$ cat src/rtl/mac_tx_arbiter_pkg.sv
// Shared types and constants for the two-source MAC TX arbiter.
package mac_tx_arbiter_pkg;

  typedef enum logic [1:0] {
    IDLE   = 2'd0,
    GRANT0 = 2'd1,
    GRANT1 = 2'd2,
    ABORT  = 2'd3
  } arb_state_t;

  localparam int MAX_FRAME_BYTES_DEF = 1514;
  localparam int TIMEOUT_CYCLES_DEF  = 1024;
  localparam int CNT_W_DEF           = 16;

  // Data byte carried by the single-byte abort marker sent to the MAC.
  localparam logic [7:0] ABORT_FILL = 8'h00;

  // Width able to hold the value max_val itself.
  function automatic int cnt_width(input int max_val);
    return (max_val < 2) ? 1 : $clog2(max_val + 1);
  endfunction

endpackage

$ cat src/rtl/mac_tx_arbiter_if.sv
// Byte-stream handshake bundle: two frame sources plus the SimpleMac TX write port.
interface mac_tx_arbiter_if;

  logic       s0_req;
  logic [7:0] s0_data;
  logic       s0_valid;
  logic       s0_sop;
  logic       s0_eop;
  logic       s0_ready;

  logic       s1_req;
  logic [7:0] s1_data;
  logic       s1_valid;
  logic       s1_sop;
  logic       s1_eop;
  logic       s1_ready;

  logic [7:0] tx_data;
  logic       tx_sop;
  logic       tx_eop;
  logic       tx_err;
  logic       tx_wren;
  logic       tx_rdy;
  logic       tx_a_full;

  // Arbiter side.
  modport slave (
    input  s0_req, s0_data, s0_valid, s0_sop, s0_eop,
    input  s1_req, s1_data, s1_valid, s1_sop, s1_eop,
    output s0_ready, s1_ready,
    output tx_data, tx_sop, tx_eop, tx_err, tx_wren,
    input  tx_rdy, tx_a_full
  );

  // Environment side: the frame sources and the MAC.
  modport master (
    output s0_req, s0_data, s0_valid, s0_sop, s0_eop,
    output s1_req, s1_data, s1_valid, s1_sop, s1_eop,
    input  s0_ready, s1_ready,
    input  tx_data, tx_sop, tx_eop, tx_err, tx_wren,
    output tx_rdy, tx_a_full
  );

endinterface

$ cat src/rtl/mac_tx_arbiter_watchdog.sv
// Per-grant frame watchdog: counts idle cycles and accepted bytes of the
// granted source and flags stall timeout and oversize conditions.
module mac_tx_arbiter_watchdog
  import mac_tx_arbiter_pkg::*;
#(
  parameter int TIMEOUT_CYCLES  = TIMEOUT_CYCLES_DEF,
  parameter int MAX_FRAME_BYTES = MAX_FRAME_BYTES_DEF
) (
  input  logic clk,
  input  logic rstn,
  input  logic clear,     // no grant active: restart both counters
  input  logic active,    // a source currently holds the grant
  input  logic valid,     // granted source valid
  input  logic accept,    // MAC can take a byte
  input  logic xfer,      // byte accepted from granted source
  output logic timeout,   // idle limit reached
  output logic oversize,  // MAX_FRAME_BYTES already accepted
  output logic first      // no byte accepted yet in this grant
);

  localparam int IW = cnt_width(TIMEOUT_CYCLES);
  localparam int BW = cnt_width(MAX_FRAME_BYTES);
  localparam logic [IW-1:0] IDLE_LIMIT = IW'(TIMEOUT_CYCLES);
  localparam logic [BW-1:0] BYTE_LIMIT = BW'(MAX_FRAME_BYTES);

  logic [IW-1:0] idle_cnt;
  logic [BW-1:0] byte_cnt;

  // Idle and byte counters for the frame under grant.
  // NOTE: sequential state uses non-blocking assignments so every flop samples
  // pre-edge values regardless of statement order.
  always_ff @(posedge clk or negedge rstn) begin
    if (!rstn) begin
      idle_cnt <= '0;
      byte_cnt <= '0;
    end else if (clear) begin
      idle_cnt <= '0;
      byte_cnt <= '0;
    end else if (xfer) begin
      idle_cnt <= '0;
      if (!oversize) byte_cnt <= byte_cnt + BW'(1);
    end else if (active && !valid && accept && !timeout) begin
      idle_cnt <= idle_cnt + IW'(1);
    end
  end

  assign timeout  = (idle_cnt == IDLE_LIMIT);
  assign oversize = (byte_cnt == BYTE_LIMIT);
  assign first    = (byte_cnt == '0);

endmodule

$ cat src/rtl/mac_tx_arbiter.sv
// Round-robin whole-frame arbiter in front of the SimpleMac TX write port,
// with one registered output stage and stall/oversize abort.
module mac_tx_arbiter
  import mac_tx_arbiter_pkg::*;
#(
  parameter int TIMEOUT_CYCLES  = TIMEOUT_CYCLES_DEF,
  parameter int MAX_FRAME_BYTES = MAX_FRAME_BYTES_DEF,
  parameter int CNT_W           = CNT_W_DEF
) (
  input  logic                 clk,
  input  logic                 rstn,
  mac_tx_arbiter_if.slave      bus,
  output logic                 tx_clk,
  output logic                 busy,
  output logic [CNT_W-1:0]     frames0,
  output logic [CNT_W-1:0]     frames1,
  output logic [CNT_W-1:0]     aborts
);

  arb_state_t state, state_nxt;

  logic       cur;         // source holding (or last holding) the grant
  logic       last_grant;  // source whose frame finished most recently
  logic       accept;
  logic       in_grant;
  logic       xfer;
  logic       sel_valid, sel_sop, sel_eop;
  logic [7:0] sel_data;
  logic       fwd, emit_abort, frame_done;
  logic       timeout, oversize, first;

  logic [7:0] tx_data_q;
  logic       tx_sop_q, tx_eop_q, tx_err_q, tx_wren_q;

  assign tx_clk   = clk;
  assign accept   = !bus.tx_a_full && bus.tx_rdy;
  assign in_grant = (state == GRANT0) || (state == GRANT1);
  assign busy     = (state != IDLE);

  assign bus.s0_ready = accept && (state == GRANT0);
  assign bus.s1_ready = accept && (state == GRANT1);

  assign sel_valid = cur ? bus.s1_valid : bus.s0_valid;
  assign sel_sop   = cur ? bus.s1_sop   : bus.s0_sop;
  assign sel_eop   = cur ? bus.s1_eop   : bus.s0_eop;
  assign sel_data  = cur ? bus.s1_data  : bus.s0_data;
  assign xfer      = in_grant && accept && sel_valid;

  mac_tx_arbiter_watchdog #(
    .TIMEOUT_CYCLES  (TIMEOUT_CYCLES),
    .MAX_FRAME_BYTES (MAX_FRAME_BYTES)
  ) tx_frame_watchdog (
    .clk      (clk),
    .rstn     (rstn),
    .clear    (state == IDLE),
    .active   (in_grant),
    .valid    (sel_valid),
    .accept   (accept),
    .xfer     (xfer),
    .timeout  (timeout),
    .oversize (oversize),
    .first    (first)
  );

  // Next-state and per-cycle actions of the grant FSM.
  // NOTE: every variable gets a default at the top so no path leaves it
  // unassigned, which would otherwise infer a latch.
  always_comb begin
    state_nxt  = state;
    fwd        = 1'b0;
    emit_abort = 1'b0;
    frame_done = 1'b0;
    case (state)
      IDLE: begin
        if (bus.s0_req && (!bus.s1_req || last_grant)) state_nxt = GRANT0;
        else if (bus.s1_req)                           state_nxt = GRANT1;
      end
      GRANT0, GRANT1: begin
        if (xfer) begin
          // A byte past the size limit or a restart mid-frame is dropped
          // and the frame is closed with the abort marker instead.
          if (oversize || (!first && sel_sop)) begin
            state_nxt = ABORT;
          end else begin
            fwd = 1'b1;
            if (sel_eop) begin
              frame_done = 1'b1;
              state_nxt  = IDLE;
            end
          end
        end else if (timeout) begin
          state_nxt = ABORT;
        end
      end
      ABORT: begin
        if (accept) begin
          emit_abort = 1'b1;
          state_nxt  = IDLE;
        end
      end
      default: state_nxt = IDLE;
    endcase
  end

  // State register.
  always_ff @(posedge clk or negedge rstn) begin
    if (!rstn) state <= IDLE;
    else       state <= state_nxt;
  end

  // Grant bookkeeping; last_grant resets to 1 so source 0 wins the first tie.
  always_ff @(posedge clk or negedge rstn) begin
    if (!rstn) begin
      cur        <= 1'b0;
      last_grant <= 1'b1;
    end else begin
      if (state == IDLE && state_nxt == GRANT0) cur <= 1'b0;
      if (state == IDLE && state_nxt == GRANT1) cur <= 1'b1;
      if (frame_done || emit_abort)             last_grant <= cur;
    end
  end

  // Registered output stage toward the MAC; the first byte of a grant always
  // carries sop even when the source omitted it.
  always_ff @(posedge clk or negedge rstn) begin
    if (!rstn) begin
      tx_data_q <= '0;
      tx_sop_q  <= 1'b0;
      tx_eop_q  <= 1'b0;
      tx_err_q  <= 1'b0;
      tx_wren_q <= 1'b0;
    end else begin
      tx_wren_q <= fwd || emit_abort;
      if (fwd) begin
        tx_data_q <= sel_data;
        tx_sop_q  <= first;
        tx_eop_q  <= sel_eop;
        tx_err_q  <= 1'b0;
      end else if (emit_abort) begin
        tx_data_q <= ABORT_FILL;
        tx_sop_q  <= first;
        tx_eop_q  <= 1'b1;
        tx_err_q  <= 1'b1;
      end
    end
  end

  assign bus.tx_data = tx_data_q;
  assign bus.tx_sop  = tx_sop_q;
  assign bus.tx_eop  = tx_eop_q;
  assign bus.tx_err  = tx_err_q;
  assign bus.tx_wren = tx_wren_q;

  // Completed and aborted frame counters, wrapping modulo 2^CNT_W.
  always_ff @(posedge clk or negedge rstn) begin
    if (!rstn) begin
      frames0 <= '0;
      frames1 <= '0;
      aborts  <= '0;
    end else begin
      if (frame_done && !cur) frames0 <= frames0 + CNT_W'(1);
      if (frame_done &&  cur) frames1 <= frames1 + CNT_W'(1);
      if (emit_abort)         aborts  <= aborts  + CNT_W'(1);
    end
  end

endmodule

$ cat src/flat_wrapper.sv
// flat-port wrapper written by rule: the top's interface ports become plain ports
module mac_tx_arbiter_flat import mac_tx_arbiter_pkg::*;
#(
  parameter int TIMEOUT_CYCLES  = TIMEOUT_CYCLES_DEF,
  parameter int MAX_FRAME_BYTES = MAX_FRAME_BYTES_DEF,
  parameter int CNT_W           = CNT_W_DEF
)
  (clk, rstn, tx_clk, busy, frames0, frames1, aborts, bus_s0_req, bus_s0_data, bus_s0_valid, bus_s0_sop, bus_s0_eop, bus_s1_req, bus_s1_data, bus_s1_valid, bus_s1_sop, bus_s1_eop, bus_s0_ready, bus_s1_ready, bus_tx_data, bus_tx_sop, bus_tx_eop, bus_tx_err, bus_tx_wren, bus_tx_rdy, bus_tx_a_full);
  mac_tx_arbiter_if bus_i ();
  input  logic clk;
  input  logic rstn;
  output logic tx_clk;
  output logic busy;
  output logic [CNT_W-1:0] frames0;
  output logic [CNT_W-1:0] frames1;
  output logic [CNT_W-1:0] aborts;
  input wire logic [$bits(bus_i.s0_req)-1:0] bus_s0_req;
  input wire logic [$bits(bus_i.s0_data)-1:0] bus_s0_data;
  input wire logic [$bits(bus_i.s0_valid)-1:0] bus_s0_valid;
  input wire logic [$bits(bus_i.s0_sop)-1:0] bus_s0_sop;
  input wire logic [$bits(bus_i.s0_eop)-1:0] bus_s0_eop;
  input wire logic [$bits(bus_i.s1_req)-1:0] bus_s1_req;
  input wire logic [$bits(bus_i.s1_data)-1:0] bus_s1_data;
  input wire logic [$bits(bus_i.s1_valid)-1:0] bus_s1_valid;
  input wire logic [$bits(bus_i.s1_sop)-1:0] bus_s1_sop;
  input wire logic [$bits(bus_i.s1_eop)-1:0] bus_s1_eop;
  output wire logic [$bits(bus_i.s0_ready)-1:0] bus_s0_ready;
  output wire logic [$bits(bus_i.s1_ready)-1:0] bus_s1_ready;
  output wire logic [$bits(bus_i.tx_data)-1:0] bus_tx_data;
  output wire logic [$bits(bus_i.tx_sop)-1:0] bus_tx_sop;
  output wire logic [$bits(bus_i.tx_eop)-1:0] bus_tx_eop;
  output wire logic [$bits(bus_i.tx_err)-1:0] bus_tx_err;
  output wire logic [$bits(bus_i.tx_wren)-1:0] bus_tx_wren;
  input wire logic [$bits(bus_i.tx_rdy)-1:0] bus_tx_rdy;
  input wire logic [$bits(bus_i.tx_a_full)-1:0] bus_tx_a_full;
  assign bus_i.s0_req = bus_s0_req;
  assign bus_i.s0_data = bus_s0_data;
  assign bus_i.s0_valid = bus_s0_valid;
  assign bus_i.s0_sop = bus_s0_sop;
  assign bus_i.s0_eop = bus_s0_eop;
  assign bus_i.s1_req = bus_s1_req;
  assign bus_i.s1_data = bus_s1_data;
  assign bus_i.s1_valid = bus_s1_valid;
  assign bus_i.s1_sop = bus_s1_sop;
  assign bus_i.s1_eop = bus_s1_eop;
  assign bus_s0_ready = bus_i.s0_ready;
  assign bus_s1_ready = bus_i.s1_ready;
  assign bus_tx_data = bus_i.tx_data;
  assign bus_tx_sop = bus_i.tx_sop;
  assign bus_tx_eop = bus_i.tx_eop;
  assign bus_tx_err = bus_i.tx_err;
  assign bus_tx_wren = bus_i.tx_wren;
  assign bus_i.tx_rdy = bus_tx_rdy;
  assign bus_i.tx_a_full = bus_tx_a_full;
  mac_tx_arbiter #(.TIMEOUT_CYCLES(TIMEOUT_CYCLES), .MAX_FRAME_BYTES(MAX_FRAME_BYTES), .CNT_W(CNT_W)) u_core (.clk(clk), .rstn(rstn), .bus(bus_i), .tx_clk(tx_clk), .busy(busy), .frames0(frames0), .frames1(frames1), .aborts(aborts));
endmodule
$ cat config.mk
export PLATFORM = sky130hd
export DESIGN_NAME = mac_tx_arbiter_flat
export DESIGN_NICKNAME = d
export VERILOG_FILES = /design/src/rtl/mac_tx_arbiter_pkg.sv /design/src/rtl/mac_tx_arbiter_if.sv /design/src/rtl/mac_tx_arbiter_watchdog.sv /design/src/rtl/mac_tx_arbiter.sv /design/src/flat_wrapper.sv
export SDC_FILE = /design/constraint.sdc
export NUM_CORES = 1
export LEC_CHECK = 0
export BUFFER_PORTS_ARGS = -buffer_cell sky130_fd_sc_hd__buf_2
export CORE_MARGIN = 4
export CORE_UTILIZATION = 45
export DETAILED_ROUTE_END_ITERATION = 7
export GPL_TIMING_DRIVEN = 0
export PLACE_DENSITY = 0.72
export REMOVE_ABC_BUFFERS = 1
export SETUP_SLACK_MARGIN = 0.5
export SKIP_CTS_REPAIR_TIMING = 1
export SYNTH_ARGS = -nofsm -noshare
export SYNTH_HDL_FRONTEND = slang
export SYNTH_HIERARCHICAL = 1
export SYNTH_SLANG_ARGS = --single-unit
$ cat constraint.sdc
create_clock -name clk -period 7.45 [get_ports clk]
set_input_delay 2.235 -clock clk [delete_from_list [all_inputs] [get_ports clk]]
set_output_delay 2.235 -clock clk [all_outputs]
set_load 0.02 [all_outputs]
=== Word-level counts from Yosys, hierarchy flattened ===
Cells that the tools add are included.

* Bits of input ports: 28
* Register bits: 86
* Output and inout bits: 64
* Memory bits (read-only): 0
* Logic and storage cells: 96
* Memories kept: 0
* Bits in writable memories: 0
* Bits in latches: 0

* $lt $le $gt $ge: 0
* Eq/ne operators: 8
* Divide/modulo/power cells: 0
* Reductions and logical operators: 34
* Bitwise gates (word level): 0
* $add $sub $neg: 5
* Multiply operators: 0
* Multiplexer cells: 36
* Shift-type cells: 0

{| class="wikitable"
|+ Operator list
! operator !! number
|-
| 11-bit 2-to-1 mux || 6
|-
| 16-bit by 1-bit adder with 16-bit output (second input constant) || 3
|-
| 8-bit 2-to-1 mux || 3
|-
| 11-bit by 1-bit adder with 11-bit output (second input constant) || 2
|-
| 11-bit equality test (second input constant) || 2
|-
| 1-bit 2-to-1 mux || 19
|-
| 1-bit logical AND || 14
|-
| 2-bit 2-to-1 mux || 7
|-
| 11-bit zero test || 1
|-
| 2-bit nonzero test || 4
|-
| 2-bit equality test (second input constant) || 3
|-
| 1-bit zero test || 6
|-
| 2-bit case mux with 3 select lines || 1
|-
| 1-bit logical OR || 5
|-
| 2-bit by 1-bit equality test with 1-bit output (second input constant) || 2
|-
| 3-bit nonzero test || 1
|-
| 2-bit zero test || 1
|-
| 2-bit != test (second input constant) || 1
|-
| 2-bit AND reduction || 1
|-
| 2-bit OR reduction || 1
|}

=== Depth between registers and ports, before layout ===
Gate-level depths: netlist of the first run.

* Depth after elaboration: 11
* Mapped depth: 10
* Mapped depth without buffers: 8

=== Modules after synthesis ===
Netlist of the first run, hierarchy kept.

{| class="wikitable"
|+ Modules (own cells, without submodules)
! module !! cells each !! area each (um^2) !! sequential area each (um^2) !! times used
|-
| mac_tx_arbiter || 290 || 3264.4 || 1602.8 || 1
|-
| mac_tx_arbiter_watchdog || 126 || 1216.2 || 550.5 || 1
|}

==> results of run 1 <==
==> how the worst min path moves through the flow <==
stage | start | end | slack, ns | cells past startpoint
2_1_floorplan | u_core/tx_frame_watchdog/byte_cnt[10] | u_core/tx_frame_watchdog/byte_cnt[10] | 0.53 | 2
3_3_place_gp | u_core/frames1[15] | u_core/frames1[15] | 0.45 | 1
3_5_place_dp | u_core/frames0[15] | u_core/frames0[15] | 0.45 | 1
4_1_cts | u_core/frames0[15] | u_core/frames0[15] | 0.47 | 1
5_1_grt | u_core/frames0[15] | u_core/frames0[15] | 0.47 | 1
6_report | u_core/frames0[15] | u_core/frames0[15] | 0.47 | 1
==> worst register-to-register path: stages, from the launching register on <==
cell and delay [ns]:
sky130_fd_sc_hd__dfrtp_1 0.44, sky130_fd_sc_hd__or3_4 0.41, sky130_fd_sc_hd__or4_1 0.49, sky130_fd_sc_hd__nor4_2 0.40, sky130_fd_sc_hd__o2111ai_4 0.44, sky130_fd_sc_hd__buf_12 0.33
sky130_fd_sc_hd__nor3_1 0.32, sky130_fd_sc_hd__mux2_2 0.39
==> cell type report <==
class                      count  area [µm²]
tap                          133       166.4
sequential                    86        2153
fill                         873        4417
clock buffer                  15       187.7
clock inverter                 3       68.82
timing repair buffer          92       500.5
inverter                      14       52.55
multi-input combinational    301        2183
==> cell usage after synthesis (6+ instances only) <==
master	n	area, µm²
sky130_fd_sc_hd__xnor2_1	23	201.4
sky130_fd_sc_hd__ha_1	12	150.1
sky130_fd_sc_hd__nand2_1	30	112.6
sky130_fd_sc_hd__a21oi_1	6	30.03
sky130_fd_sc_hd__mux2i_1	10	100.1
sky130_fd_sc_hd__nor2_1	25	93.84
sky130_fd_sc_hd__dfrtp_1	85	2127
sky130_fd_sc_hd__nor3_1	14	70.07
sky130_fd_sc_hd__xor2_1	35	306.5
sky130_fd_sc_hd__o21ai_0	17	85.08
sky130_fd_sc_hd__nand3_1	29	145.1
sky130_fd_sc_hd__nand4_1	14	87.58
sky130_fd_sc_hd__and3_1	7	43.79
sky130_fd_sc_hd__and4_1	8	70.07
sky130_fd_sc_hd__nor4_2	18	225.2
sky130_fd_sc_hd__inv_1	13	48.80
==> report_power, final <==
group | internal (µW) | total [µW] | switching (µW)
logic | 142 | 392 | 250
registers | 527 | 601 | 74.4
clock network | 234 | 403 | 170
==> routing by layer <==
metal / track usage (%) / up-vias / share of wire, %
met5: 0 / - / 0
met4: 6.673 / 0 / 1.2
met3: 3.419 / 11 / 4.7
met2: 26.42 / 74 / 48
met1: 22.39 / 1653 / 46
li1: - / 1664 / -
==> per-stage QoR <==
step	util [%]	hold slack [ns]	total power, µW	cells
final	54.60	0.4659	1397	644
after floorplan	-	0.5268	857.2	401
after global placement	51.50	0.4522	1002	625
after detailed placement	52.02	0.4531	1021	627
after global routing	54.60	0.4733	1485	644
after CTS	54.60	0.4685	1415	644
==> state kept, by name (all words and copies together) (netlist names) <==
signal	count
u_core/bus.tx_wren	1
u_core/frames0	16
u_core/bus.tx_eop	1
u_core/cur	1
u_core/bus.tx_data	8
u_core/bus.tx_sop	1
u_core/bus.tx_err	1
u_core/frames1	16
u_core/aborts	16
u_core/tx_frame_watchdog/idle_cnt	11
u_core/last_grant	1
u_core/state	2
u_core/tx_frame_watchdog/byte_cnt	11
==> logic make-up (layout without fill, tap and decap cells) <==
group / Yosys count / in the layout / share of synthesized area [%]
flops: 86 / 86 / 48.06
buf+inv: 29 / 124 / 3.211
mux: 16 / 16 / 3.881
compound gates: 42 / 42 / 6.619
simple gates: 172 / 172 / 23.32
xor+xnor: 58 / 58 / 11.34
fa+ha+maj: 13 / 13 / 3.574
==> metrics.md, run 1 <==
| Metric | Value |
|---|---|
| Die Y | `107.8 µm` |
| Required time of the worst setup path | `5.22 ns` |
| Total via count after detailed routing | `approximately 3,400` |
| Number of pins with negative max-slew slack in the final report | `0` |
| Syn-to-layout area delta | `18.57%` |
| Maximum number of pins on one net before global-route repair | `55` |
| CP startpoint | `clk` |
| Max cap viols | `0` |
| Number of violations reported at the end of detailed-routing iteration 0 | `110` |
| Pwr per Cell Area | `262.9 nW/µm²` |
| HPWL after detailed placement | `6.934 mm` |
| Maximum fanout along the worst path | `2` |
| Placer congestion estimate | `0.8055` |
| CP max stage delay | `approximately 0.15 ns` |
| Number of setup violations in the final report | `0` |
| Skew-Pair Late Insertion Delay | `0.45 ns` |
| Commonest cells after routing, fill and taps aside | `sky130_fd_sc_hd__buf_2 (90), sky130_fd_sc_hd__dfrtp_1 (85), sky130_fd_sc_hd__xor2_1 (35)` |
| First-pass GRT wire length | `~16 mm` |
| Arrival time at the worst endpoint | `4.09 ns` |
| VDD IR max | `132.9 µV` |
| Kind of start point of the critical path | `clock port` |
| GRT Overall Usage | `between 10% and 20%` |
| CTS clock-pin slew for the worst setup and hold paths | `0.08 ns` |
| Gate family responsible for the most delay along the worst path | `buffers and inverters` |
| Top cell by count, worst path | `sky130_fd_sc_hd__clkbuf_8` |
| Worst slew pin tran | `1.093 ns` |
| Synth Register Bits | `86` |
| Number of nets with antenna violations after routing | `0` |
| Dpl cell area | `5061 µm²` |
| Hold violation count in the final report | `0` |
| Antenna fix cells | `0` |
| Cells along the critical path | `clkbuf_8, clkbuf_8, buf_2` |
| Post-Route Skew | `0.01093 ns` |
| End of the critical path | `tx_clk` |
| Setup repair after global routing missed its margin | `false` |
| Worst r2r dst | `u_core/frames1[1]` |
| Final layout net count | `548` |
| Buffers & Inverters on Critical Path | `3` |
| Nature of the critical path endpoint | `primary output` |
| Lkg Pwr | `0.002639 µW` |
| Number of buffers added on ports | `91` |
| Worst slack at placement | `1.355 ns` |
| Fraction of registers with async set or reset after synthesis | `100.0%` |
| Syn Inst Count | `between 400 and 500` |
| Residual DRC count | `0` |
| Share of synthesized area occupied by flip-flops and latches | `48.06%` |
| TritonCTS clock tree | `yes` |
| Number of flops mapped to enable cells by yosys | `0` |
| Prevailing post-synth register cell | `sky130_fd_sc_hd__dfrtp_1` |
| Row count | `36` |
| Final setup margin | `1.124 ns` |
| Critical R2R Launch | `u_core/tx_frame_watchdog/byte_cnt[2]` |
| WL per Instance | `14.58 µm` |
| Antenna violations before repair | `0` |
| Slack of the worst reg-to-reg path | `4.11 ns` |
| # IOs | `just over 90` |
| Number of optimization iterations in the first detailed-route pass | `4` |
| Leading cell type in the layout, fill and taps excluded | `sky130_fd_sc_hd__buf_2` |
| Status | `finished, final reports clean` |
| Total standard cell area after synthesis | `~4500 µm²` |
| Global route overflow | `0` |
| Synth cell types | `55` |
| Number of cells on the worst reg-to-reg path | `7` |
| Share of layout cells above drive strength 1 | `between 20% and 30%` |
| Ratio of routed vias to standard cells | `roughly 5.3` |
| Final WL | `around 9.4 mm` |
| Average cell area after synthesis | `roughly 11 µm²` |
| Vias in the first global route | `about 3,300` |
| Cell type of the slowest stage on the worst timing path | `sky130_fd_sc_hd__buf_2` |
| Die width | `107.8 µm` |
| Count of synthesis-stage warnings from yosys | `6` |
| Number of stages on the worst setup path | `3` |
| Min-delay worst type | `flop to flop` |
| Kind of critical path | `clock port to primary output` |
| Initial standard-cell utilization of the core | `46.05%` |
| Area inside the core boundary | `9729 µm²` |
| Max-slew headroom | `27.16%` |
| Area of the die | `11,620 µm²` |
| Setup total negative slack | `0 ns` |
| Finished layout cell area | `5313 µm²` |
(Power assumes the default switching activity.)
==> inputs of run 2 (changes only) <==
--- a/config.mk
+++ b/config.mk
@@ -10,7 +10,7 @@
 export CORE_UTILIZATION = 45
 export DETAILED_ROUTE_END_ITERATION = 7
 export GPL_TIMING_DRIVEN = 0
-export PLACE_DENSITY = 0.72
+export PLACE_DENSITY = 0.74
 export REMOVE_ABC_BUFFERS = 1
 export SETUP_SLACK_MARGIN = 0.5
 export SKIP_CTS_REPAIR_TIMING = 1
==> constraint.sdc (replaced) <==
create_clock -name clk -period 5.29 [get_ports clk]
set_input_delay 1.587 -clock clk [delete_from_list [all_inputs] [get_ports clk]]
set_output_delay 1.587 -clock clk [all_outputs]
set_load 0.02 [all_outputs]
==> metrics.md, run 2 (synthesis gave the netlist of run 1 again) <==
| Metric | Value |
|---|---|
| Nature of the critical path endpoint | `primary output` |
| Status | `finished, final reports clean` |
| Share of layout cells above drive strength 1 | `27.93% (-0.055 points)` |
| Number of pins with negative max-slew slack in the final report | `0 (unchanged)` |
| Arrival time at the worst endpoint | `3.01 ns (-1.08 ns)` |
| Ratio of routed vias to standard cells | `5.279 (about the same)` |
| Max-slew headroom | `28.44% (+1.3 points)` |
| Area inside the core boundary | `9729 µm² (unchanged)` |
| Lkg Pwr | `0.002630 µW (-0.36%)` |
| WL per Instance | `14.87 µm (+2.0%)` |
| Required time of the worst setup path | `3.70 ns (-1.52 ns)` |
| Initial standard-cell utilization of the core | `46.05% (unchanged)` |
| Finished layout cell area | `5290 µm² (-0.42%)` |
| Post-Route Skew | `0.007028 ns (-0.003898 ns)` |
| Setup total negative slack | `0 ns (unchanged)` |
| Register area | `2153 µm² (unchanged)` |
| Row count | `36 (unchanged)` |
| Kind of start point of the critical path | `clock port` |
| First-pass GRT wire length | `16.05 mm (+2.3%)` |
| Number of violations reported at the end of detailed-routing iteration 0 | `161 (+46%)` |
| Number of setup violations in the final report | `0 (unchanged)` |
| VDD IR max | `204.4 µV (+54%)` |
| Antenna violations before repair | `0 (unchanged)` |
| Skew-Pair Late Insertion Delay | `0.46 ns (about the same)` |
| Pwr per Cell Area | `361.7 nW/µm² (+38%)` |
| Maximum fanout along the worst path | `2 (unchanged)` |
| Min-delay worst type | `flop to flop` |
| Leading cell type in the layout, fill and taps excluded | `sky130_fd_sc_hd__buf_2` |
| Antenna fix cells | `0 (unchanged)` |
| Area of the die | `11,620 µm² (unchanged)` |
| Worst slew pin tran | `1.073 ns (-0.01926 ns)` |
| Number of optimization iterations in the first detailed-route pass | `5 (+1)` |
| Placer congestion estimate | `0.8257 (+2.5%)` |
| Biggest registers after layout | `u_core/aborts x16, u_core/frames0 x16, u_core/frames1 x16` |
| Max cap viols | `0 (unchanged)` |
| Syn-to-layout area delta | `18.07%` |
| Die Y | `107.8 µm (unchanged)` |
| CTS clock-pin slew for the worst setup and hold paths | `0.08 ns (about the same)` |
| Number of buffers added on ports | `91 (unchanged)` |
| Kind of critical path | `clock port to primary output` |
| Final WL | `9.593 mm (+2.2%)` |
| Final layout net count | `548 (unchanged)` |
| Commonest cells after routing, fill and taps aside | `sky130_fd_sc_hd__buf_2 (90), sky130_fd_sc_hd__dfrtp_1 (85), sky130_fd_sc_hd__xor2_1 (35)` |
| Total area of multi-input combinational cells | `2183 µm² (unchanged)` |
| Total via count after detailed routing | `3,405 (+0.088%)` |
| Vias in the first global route | `3,304 (-0.42%)` |
| # IOs | `92 (unchanged)` |
| Maximum number of pins on one net before global-route repair | `47 (-15%)` |
| Fillers | `860 (-1.5%)` |
| Global route overflow | `0 (unchanged)` |
| Dpl cell area | `5069 µm² (+0.15%)` |
| Residual DRC count | `0 (unchanged)` |
| Die width | `107.8 µm (unchanged)` |
| Hold violation count in the final report | `0 (unchanged)` |
| HPWL after detailed placement | `6.894 mm (-0.58%)` |
| GRT Overall Usage | `17.46% (+0.78 points)` |
| Number of cells on the worst reg-to-reg path | `6 (-1)` |
| Setup repair after global routing missed its margin | `false` |
| Number of nets with antenna violations after routing | `0 (unchanged)` |
| TritonCTS clock tree | `yes` |
| Hold Path Cell Cnt | `1 (unchanged)` |
## run 2: cell count changes in the layout (fill, tap and decap cells not counted), sizes merged
cell    delta
bufinv     -1
clkinv     +3
inv        -1
## run 2: per-layer routing
metal,up-vias,GRT usage [%],wire length (µm)
li1,1664,-,-
met3,12,4.139,603
met4,0,8.206,148
met1,1641,23.20,4306
met5,-,0,0
met2,88,26.91,4535
## run 2: area by class of cell
type | count | area share, %
multi-input combinational | 301 | 41.27
tap | 133 | 3.146
clock inverter | 4 | 0.9224
sequential | 86 | 40.70
clock buffer | 15 | 3.359
inverter | 14 | 0.9934
timing repair buffer | 92 | 9.603
## run 2: final timing paths
| kind | from | end | slack (ns) |
|---|---|---|---|
| worst max-delay path | clk | tx_clk | 0.69 |
| worst min-delay path | u_core/frames1[15] | u_core/frames1[15] | 0.46 |
| worst max register to register | u_core/tx_frame_watchdog/byte_cnt[2] | u_core/frames1[1] | 1.98 |
| worst min register to register | u_core/frames1[15] | u_core/frames1[15] | 0.46 |
| max in group asynchronous | rstn | u_core/last_grant | 3.53 |
| min in group asynchronous | rstn | u_core/frames1[15] | 1.09 |
## run 2: worst max-delay path, stage by stage
cell and delay, ns:
sky130_fd_sc_hd__clkbuf_8 0.11, sky130_fd_sc_hd__clkbuf_8 0.11, sky130_fd_sc_hd__buf_2 0.15
## run 2: through the flow
step	std cells	hold slack [ns]	setup WS, ns	total power, µW	util [%]
after global routing	645	0.4873	0.6807	2042	54.37
after detailed placement	627	0.4585	0.9228	1437	52.10
after CTS	645	0.4699	0.6888	1940	54.37
final	645	0.4646	0.6920	1913	54.37
after global placement	625	0.4521	0.9228	1409	51.50
after floorplan	401	0.5268	1.058	1207	-
## run 2: report_power, final
part,switching [µW],total [µW],internal [µW]
clock network,246,515,269
registers,104,846,742
logic,350,552,202
==> inputs of run 3 (changes only) <==
--- a/config.mk
+++ b/config.mk
@@ -8,8 +8,10 @@
 export BUFFER_PORTS_ARGS = -buffer_cell sky130_fd_sc_hd__buf_2
 export CORE_MARGIN = 4
 export CORE_UTILIZATION = 45
+export CTS_CLUSTER_SIZE = 14
 export DETAILED_ROUTE_END_ITERATION = 7
 export GPL_TIMING_DRIVEN = 0
+export MAX_ROUTING_LAYER = met4
 export PLACE_DENSITY = 0.74
 export REMOVE_ABC_BUFFERS = 1
 export SETUP_SLACK_MARGIN = 0.5
==> metrics.md, run 3 (synthesis gave the netlist of run 1 again) <==
| Metric | Value |
|---|---|
| Most Used Layer, Global Route | `met2` |
| Met3 Resource Use GR | `3.899% (-0.24 points)` |
| Number of cells on the worst reg-to-reg path | `6 (unchanged)` |
| VDD IR max | `203.3 µV (-0.55%)` |
| Setup repair after global routing missed its margin | `false` |
| Worst slack at placement | `0.9228 ns (unchanged)` |
| Slack of the worst reg-to-reg path | `2.01 ns (+0.03 ns)` |
| Number of setup violations in the final report | `0 (unchanged)` |
| CP max stage delay | `0.15 ns (about the same)` |
| Lkg Pwr | `0.002630 µW (unchanged)` |
| Biggest registers after layout | `u_core/aborts x16, u_core/frames0 x16, u_core/frames1 x16` |
| Arrival time at the worst endpoint | `3.01 ns (about the same)` |
| Max cap viols | `0 (unchanged)` |
| Non-Filler Instances | `645 (unchanged)` |
| Critical R2R Launch | `u_core/tx_frame_watchdog/byte_cnt[2]` |
| Leading cell type in the layout, fill and taps excluded | `sky130_fd_sc_hd__buf_2` |
| Max-slew headroom | `28.66% (+0.22 points)` |
| Maximum number of pins on one net before global-route repair | `47 (unchanged)` |
| Number of pins with negative max-slew slack in the final report | `0 (unchanged)` |
| Met2 routing resource usage after global routing | `26.87% (-0.044 points)` |
| Buffers & Inverters on Critical Path | `3 (unchanged)` |
| Placer congestion estimate | `0.8382 (+1.5%)` |
| Die Y | `107.8 µm (unchanged)` |
| GRT Overall Usage | `17.89% (+0.43 points)` |
| Hold violation count in the final report | `0 (unchanged)` |
| Final WL | `9.628 mm (+0.36%)` |
| Commonest cells after routing, fill and taps aside | `sky130_fd_sc_hd__buf_2 (90), sky130_fd_sc_hd__dfrtp_1 (85), sky130_fd_sc_hd__xor2_1 (35)` |
| Vias in the first global route | `3,317 (+0.39%)` |
| Status | `finished, final reports clean` |
| Cell total after placement | `627 (unchanged)` |
| Syn-to-layout area delta | `18.07% (unchanged)` |
| Antenna violations before repair | `0 (unchanged)` |
| Skew-Pair Late Insertion Delay | `0.46 ns (about the same)` |
| First-pass GRT wire length | `15.99 mm (-0.39%)` |
| Kind of start point of the critical path | `clock port` |
| Worst Hold Path EP | `u_core/frames1[15]` |
| Total design power | `1914 µW (about the same)` |
| Pwr per Cell Area | `361.9 nW/µm² (about the same)` |
| Kind of critical path | `clock port to primary output` |
| Final setup margin | `0.6920 ns (+0.000003000 ns)` |
| Ratio of routed vias to standard cells | `5.298 (+0.35%)` |
| Total via count after detailed routing | `3,417 (+0.35%)` |
| Worst r2r dst | `u_core/frames1[1]` |
| Top cell by count, worst path | `sky130_fd_sc_hd__clkbuf_8` |
| # IOs | `92 (unchanged)` |
| WL per Instance | `14.93 µm (+0.36%)` |
| Share of layout cells above drive strength 1 | `27.93% (unchanged)` |
| Worst-case hold slack | `0.4647 ns (+0.00006900 ns)` |
| Cell type of the slowest stage on the worst timing path | `sky130_fd_sc_hd__buf_2` |
| Met1 usage in global routing | `23.24% (+0.039 points)` |
| Area of the die | `11,620 µm² (unchanged)` |
| Min-delay worst type | `flop to flop` |
| Die width | `107.8 µm (unchanged)` |
| Global route overflow | `0 (unchanged)` |
| Number of buffers added on ports | `91 (unchanged)` |
| Maximum fanout along the worst path | `2 (unchanged)` |
| Initial standard-cell utilization of the core | `46.05% (unchanged)` |
| Area inside the core boundary | `9729 µm² (unchanged)` |
| Number of violations reported at the end of detailed-routing iteration 0 | `170 (+5.6%)` |
| Nature of the critical path endpoint | `primary output` |
| TritonCTS clock tree | `yes` |
| Residual DRC count | `0 (unchanged)` |
| Cells along the critical path | `clkbuf_8, clkbuf_8, buf_2` |
| Worst slew pin tran | `1.070 ns (-0.003312 ns)` |
| HPWL after detailed placement | `6.894 mm (unchanged)` |
| CTS clock-pin slew for the worst setup and hold paths | `0.09 ns (about the same)` |
| Required time of the worst setup path | `3.70 ns (about the same)` |
| Number of stages on the worst setup path | `3 (unchanged)` |
| Row count | `36 (unchanged)` |
| Number of optimization iterations in the first detailed-route pass | `4 (-1)` |
| Antenna fix cells | `0 (unchanged)` |
| Gate family responsible for the most delay along the worst path | `buffers and inverters` |
| Post-Route Skew | `0.007988 ns (+0.0009600 ns)` |
| Setup total negative slack | `0 ns (unchanged)` |
| Hold Path Cell Cnt | `1 (unchanged)` |
| Hold Path Origin | `u_core/frames1[15]` |
| Number of nets with antenna violations after routing | `0 (unchanged)` |
| Final layout net count | `548 (unchanged)` |
==> run 3: cell counts in the layout (fill, tap and decap cells not counted) <==
Identical to the previous run, type by type.
==> run 3: layout make-up <==
type	instances	area (µm²)
flip-flops and latches	86	2153
well taps	133	166.4
clock buffers	15	177.7
fillers	860	4439
repair buffers	92	508.0
inverters	14	52.55
clock inverters	4	48.80
multi-input cells	301	2183
==> run 3: how the worst max path moves through the flow <==
stage             end  slack (ns)  start
4_1_cts        tx_clk        0.69    clk
5_1_grt        tx_clk        0.68    clk
6_report       tx_clk        0.69    clk
2_1_floorplan  tx_clk        1.06    clk
3_3_place_gp   tx_clk        0.92    clk
3_5_place_dp   tx_clk        0.92    clk
==> run 3: power by group <==
part / switching (µW) / total (µW) / leakage (µW) / internal (µW)
Sequential: 105 / 846 / 0.00115 / 742
Clock: 248 / 517 / 0.000119 / 269
Combinational: 349 / 551 / 0.00136 / 202
==> run 3: layer usage <==
metal | routed length (µm) | share of wire [%]
met1 | 4323 | 45
met2 | 4574 | 48
met3 | 584 | 6.1
met4 | 146 | 1.5
met5 | 0 | 0
==> run 3: per-stage QoR <==
step	util, %	cell area [µm²]
6_report	54.37	5290
5_1_grt	54.37	5290
4_1_cts	54.37	5290
3_5_place_dp	52.10	5069
3_3_place_gp	51.50	5011
2_1_floorplan	-	4389
